[src/rtl/pc_fetch_pkg.sv]
// Shared fetch/decode definitions: widths, reset PC, opcode constants,
// instruction field slices and the fetch FSM state encoding.
package pc_fetch_pkg;

    localparam int PC_W  = 9;
    localparam int OP_W  = 23;
    localparam int CNT_W = 16;

    localparam logic [PC_W-1:0] RESET_PC = 9'd0;

    localparam logic [4:0] OPC_LI   = 5'h01;
    localparam logic [4:0] OPC_JMP  = 5'h02;
    localparam logic [4:0] OPC_JNZ  = 5'h03;
    localparam logic [4:0] OPC_ZNJ  = 5'h04;
    localparam logic [4:0] HALT_OPC = 5'h1F;

    typedef enum logic [2:0] {
        S_IDLE  = 3'd0,
        S_FETCH = 3'd1,
        S_LOAD  = 3'd2,
        S_EXEC  = 3'd3,
        S_HALT  = 3'd4
    } fetch_state_t;

    function automatic logic [4:0] opc_of(input logic [OP_W-1:0] op);
        return op[22:18];
    endfunction

    function automatic logic [5:0] dst_of(input logic [OP_W-1:0] op);
        return op[17:12];
    endfunction

    function automatic logic [5:0] src1_of(input logic [OP_W-1:0] op);
        return op[11:6];
    endfunction

    function automatic logic [5:0] src0_of(input logic [OP_W-1:0] op);
        return op[5:0];
    endfunction

    function automatic logic [4:0] imm_of(input logic [OP_W-1:0] op);
        return op[4:0];
    endfunction

    function automatic logic [PC_W-1:0] tgt_of(input logic [OP_W-1:0] op);
        return op[8:0];
    endfunction

endpackage

[src/rtl/pc_fetch.sv]
// Instruction fetch stage: owns the PC, reads the synchronous ROM and
// presents one opcode per 3-cycle FETCH/LOAD/EXEC slot; stops on HALT.
//   clk, rst_n          : clock, async active-low reset
//   run, restart        : run level, restart-from-HALT pulse
//   imem_en/addr/data   : ROM port (data valid the cycle after en)
//   pc_in, pc_we        : jump target / taken from decoder (EXEC only)
//   op, op_valid        : opcode to decoder, valid in EXEC
//   pc, halted, icount  : current PC, HALT flag, retired count (saturating)
module pc_fetch
    import pc_fetch_pkg::*;
(
    input  logic             clk,
    input  logic             rst_n,
    input  logic             run,
    input  logic             restart,
    output logic             imem_en,
    output logic [PC_W-1:0]  imem_addr,
    input  logic [OP_W-1:0]  imem_data,
    input  logic [PC_W-1:0]  pc_in,
    input  logic             pc_we,
    output logic [OP_W-1:0]  op,
    output logic             op_valid,
    output logic [PC_W-1:0]  pc,
    output logic             halted,
    output logic [CNT_W-1:0] icount
);

    fetch_state_t     state_q, state_d;
    logic [PC_W-1:0]  pc_q, pc_d;
    logic [OP_W-1:0]  op_q, op_d;
    logic [CNT_W-1:0] icount_q, icount_d;

    always_ff @(posedge clk or negedge rst_n) begin
        if (!rst_n) begin
            state_q  <= S_IDLE;
            pc_q     <= RESET_PC;
            op_q     <= '0;
            icount_q <= '0;
        end else begin
            state_q  <= state_d;
            pc_q     <= pc_d;
            op_q     <= op_d;
            icount_q <= icount_d;
        end
    end

    always_comb begin
        state_d  = state_q;
        pc_d     = pc_q;
        op_d     = op_q;
        icount_d = icount_q;
        imem_en  = 1'b0;
        op_valid = 1'b0;
        halted   = 1'b0;
        unique case (state_q)
            S_IDLE: begin
                if (run) state_d = S_FETCH;
            end
            S_FETCH: begin
                imem_en = 1'b1;
                state_d = S_LOAD;
            end
            S_LOAD: begin
                op_d    = imem_data;
                state_d = S_EXEC;
            end
            S_EXEC: begin
                op_valid = 1'b1;
                if (opc_of(op_q) == HALT_OPC) begin
                    // HALT retires nothing and leaves the PC on itself
                    state_d = S_HALT;
                end else begin
                    pc_d = pc_we ? pc_in : pc_q + PC_W'(1);
                    if (icount_q != '1) icount_d = icount_q + CNT_W'(1);
                    state_d = run ? S_FETCH : S_IDLE;
                end
            end
            S_HALT: begin
                halted = 1'b1;
                if (restart) begin
                    pc_d    = RESET_PC;
                    state_d = run ? S_FETCH : S_IDLE;
                end
            end
            default: state_d = S_IDLE;
        endcase
    end

    assign imem_addr = pc_q;
    assign pc        = pc_q;
    assign op        = op_q;
    assign icount    = icount_q;

endmodule

[config.mk]
export PLATFORM = sky130hd
export DESIGN_NAME = pc_fetch
export DESIGN_NICKNAME = d
export VERILOG_FILES = /design/src/rtl/pc_fetch_pkg.sv /design/src/rtl/pc_fetch.sv
export SDC_FILE = /design/constraint.sdc
export NUM_CORES = 1
export LEC_CHECK = 0
export ABC_AREA = 1
export CAP_MARGIN = 5
export CORE_UTILIZATION = 39
export CTS_CLUSTER_SIZE = 10
export DETAILED_ROUTE_END_ITERATION = 10
export MAX_ROUTING_LAYER = met4
export PLACE_DENSITY_LB_ADDON = 0.3
export SETUP_SLACK_MARGIN = 0.1
export SLEW_MARGIN = 10
export SYNTH_ARGS = -nofsm -noshare
export SYNTH_HDL_FRONTEND = slang
export SYNTH_SLANG_ARGS = --single-unit
[constraint.sdc]
create_clock -name clk -period 2.1 [get_ports clk]
set_clock_uncertainty 0.2 [all_clocks]
set_input_delay 0.42 -clock clk [delete_from_list [all_inputs] [get_ports clk]]
set_output_delay 0.42 -clock clk [all_outputs]
set_load 0.05 [all_outputs]
==> summary.md <==
| Metric | Value |
|---|---|
| Total Die Area | 0.00738 mm^2 |
| CP max stage cell | dfrtp_1 |
| Reg2Reg Setup Slack | 0.28 ns |
| Slew @ Worst Pin | 0.502 ns |
| Placed Area | 0.00368 mm^2 |
| CTS tree | yes |
| Hold violation total from the final report | 0 |
| CP Launch Type | flop |
| Largest stage delay, worst path | 0.47 ns |
| Post-route DRC | 0 |
| Fin cells | 515 |
| Horiz. Die Dim | 85.9 um |
| CTS buffer count | 5 |
| Slew headroom | 66.7% |
| EDFF count, synth | 0 |
| Hold endpoint | op[16]$_DFFE_PN0P_ |
| Run status | complete, no violations |
| Met2 wire len | 3110 um |
| R2R Path End | icount[11]$_DFFE_PN0P_ |
| Clk sink count | 51 |
| Clock tree buffer depth | 2 |
| Final worst path period need | 1.86 ns |
| CP Data Arrival Time | 1.24 ns |
| Layout cells sized above 1 | 27.4% |
| Initial antenna violation count | 0 |
| DPL Wire Length | 4660 um |
| Critical R2R Launch | icount[0]$_DFFE_PN0P_ |
| Max Clock Freq | 538 MHz |
| R2r worst-path depth | 9 |
| Fin. max-slew vios | 0 |
| Clk_lat worst skew | 0.30 ns |
| Root Buffer | clkbuf_8 |
| Hold Path Stages | 1 |
| Placement Rows | 30 |
| Distinct cell type count after synthesis | 27 |
| First-pass GRT wire length | 9980 um |
| Max-cap violation count | 0 |
| Post-Syn Area | 0.00275 mm^2 |
| Wire per inst | 12.0 um |
| H-tree Lvls | 2 |
| Vias in the first global route | 2146 |
| Synth top cells by count | nand2_1, dfrtp_1, nor2_1, inv_1, mux2_2 |
| Met3 wire length | 221 um |
| Min-Delay Path Class | flop to flop |
| Synth warn | 0 |
| Cells after synthesis | 323 |
| Clock-pin slew on the worst setup and hold paths | 0.09 ns |
| Die height | 85.9 um |
| M1 wire length | 2790 um |
| Initial Utilization | 40.4% |
| WS Path Type | flop to primary output |
| Post-CTS Setup Inserts | 0 |
| Largest net degree at the start of global routing | 52 |
| Vias after detailed routing | 2409 |
| Highest routed layer | met4 |
| Crit path cell chain | nor3_2 > buf_12 |
| Placed insts | 506 |
| Final worst path period share | 88.5% |
| Worst-path fanout max | 6 |
| Final nets | 457 |
| CP required | 1.48 ns |
| Leakage | 1.80 nW |
| Syn nets | 362 |
| Post-Layout Inst Area | 0.00376 mm^2 |
| Vias per cell | 4.68 |
| GRT overflow | 0 |
| Ports | 97 |
| Largest cells by area after synthesis | dfrtp_1, nand2_1, mux2_2 |
| Syn_area_per_cell | 8.50 um^2 |
| TritonRoute pass-1 iters | 5 |
| Core ar. | 0.00679 mm^2 |
| Diodes inserted | 0 |
| Final wirelength | 6170 um |
| Antenna-violating nets left | 0 |
| All-Layer GR Usage | 17.5% |
| GP Congestion | 0.862 |
| Synth-to-layout area growth | 37.0% |
| Initial DRC Count | 148 |
| Worst Setup End Kind | primary output |
| Most numerous cell in the Yosys netlist | nand2_1 |
| Asr flop ratio synth | 100% |
| Power Total | 5.94 mW |
| Yosys top cell by area | dfrtp_1 |
| Synth Flop Type | dfrtp_1 |
| Hold Crit Start | op[16]$_DFFE_PN0P_ |
| Synth Register Bits | 51 |
| RSZ-0062 raised after global routing | false |
| Setup violators final | 0 |
| Total negative slack | 0 ns |
| Port bufs | 96 |
| Synth top area share | 46.5% |
| Maximum VDD drop | 0.847 mV |
| Sequential fraction of the synthesis area | 46.5% |
| P per Cell Area | 1580 mW/mm^2 |
## metrics by stage
stage / util [%] / setup WS, ns / hold slack [ns]
floorplan: - / 0.221 / -0.0756
detailed placement: 54.1 / 0.241 / 0.235
finish: 55.4 / 0.240 / 0.306
CTS: 55.4 / 0.221 / 0.312
global placement: 54.1 / 0.285 / 0.237
global route: 55.4 / 0.157 / 0.315
## worst max path at each step
| stage | slack [ns] | start | end |
|---|---|---|---|
| 2_1_floorplan | 0.22 | icount[0]$_DFFE_PN0P_ | icount[12]$_DFFE_PN0P_ |
| 3_3_place_gp | 0.29 | icount[0]$_DFFE_PN0P_ | icount[11]$_DFFE_PN0P_ |
| 3_5_place_dp | 0.24 | icount[0]$_DFFE_PN0P_ | icount[11]$_DFFE_PN0P_ |
| 4_1_cts | 0.22 | state_q[1]$_DFFE_PN0P_ | halted |
| 5_1_grt | 0.16 | state_q[2]$_DFFE_PN0P_ | imem_en |
| 6_report | 0.24 | state_q[2]$_DFFE_PN0P_ | imem_en |
## critical path: cells and delay by family (launching register included)
kind                   cells  cell delay [ns]
buffers and inverters      1             0.18
DFF                        1             0.47
and+or+nand+nor            1             0.29
## power breakdown
| part | switching, mW | internal, mW |
|---|---|---|
| Sequential | 0.343 | 1.37 |
| Clock | 0.332 | 0.235 |
| Combinational | 2.46 | 1.21 |
| Total | 3.13 | 2.81 |
## cell type report
class | count | area [um^2]
fillers | 655 | 3030
flip-flops and latches | 51 | 1280
multi-input cells | 230 | 1260
repair buffers | 102 | 916
well taps | 96 | 120
inverters | 28 | 105
clock buffers | 5 | 68.8
clock inverters | 3 | 18.8
## placed cells by master, fill, tap and decap left out, types with 3 or more instances in the layout
cell	Yosys	layout
o21ai_0	11	11
buf_4	9	51
nand3_1	12	12
inv_1	26	26
nor2_1	29	29
xor2_1	5	5
nand4_1	4	4
nand2_1	111	111
nand2_2	8	8
buf_12	0	4
clkdlybuf4s50_1	0	35
o21ai_2	6	6
mux2_2	23	23
clkbuf_8	0	5
dfrtp_1	51	49
xnor2_1	3	3
dlygate4sd2_1	0	10
nor2_4	4	4
## state kept, by name, summed over array words and instances (netlist names)
| signal | flops |
|---|---|
| op | 23 |
| icount | 16 |
| imem_addr | 9 |
| state_q | 3 |
## kinds of logic (layout without fill, tap and decap cells)
group	Yosys count	after routing	share of synthesized area, %
AO/OA/AOI/OAI	21	21	4.83
XOR/XNOR	8	8	2.55
adder cells (fa/ha/maj)	2	2	0.911
buffers and inverters	42	138	8.06
flip-flops	51	51	46.5
multiplexers	23	23	9.43
AND/OR/NAND/NOR	176	176	27.7
## per-layer routing
metal	up-vias	track usage [%]
met3	4	2.41
met2	67	28.6
met1	1137	22.9
li1	1201	-
met5	-	-
met4	0	4.24
## timing repair
action / in CTS / in global routing
endpoints found under the hold margin: 51 / 0
hold buffers: 1 / 0
setup endpoints to repair: 10 / 1
gates resized for setup: 10 / 1
pin swaps: 0 / 0
No activity file was read; power rests on OpenSTA's default activity.
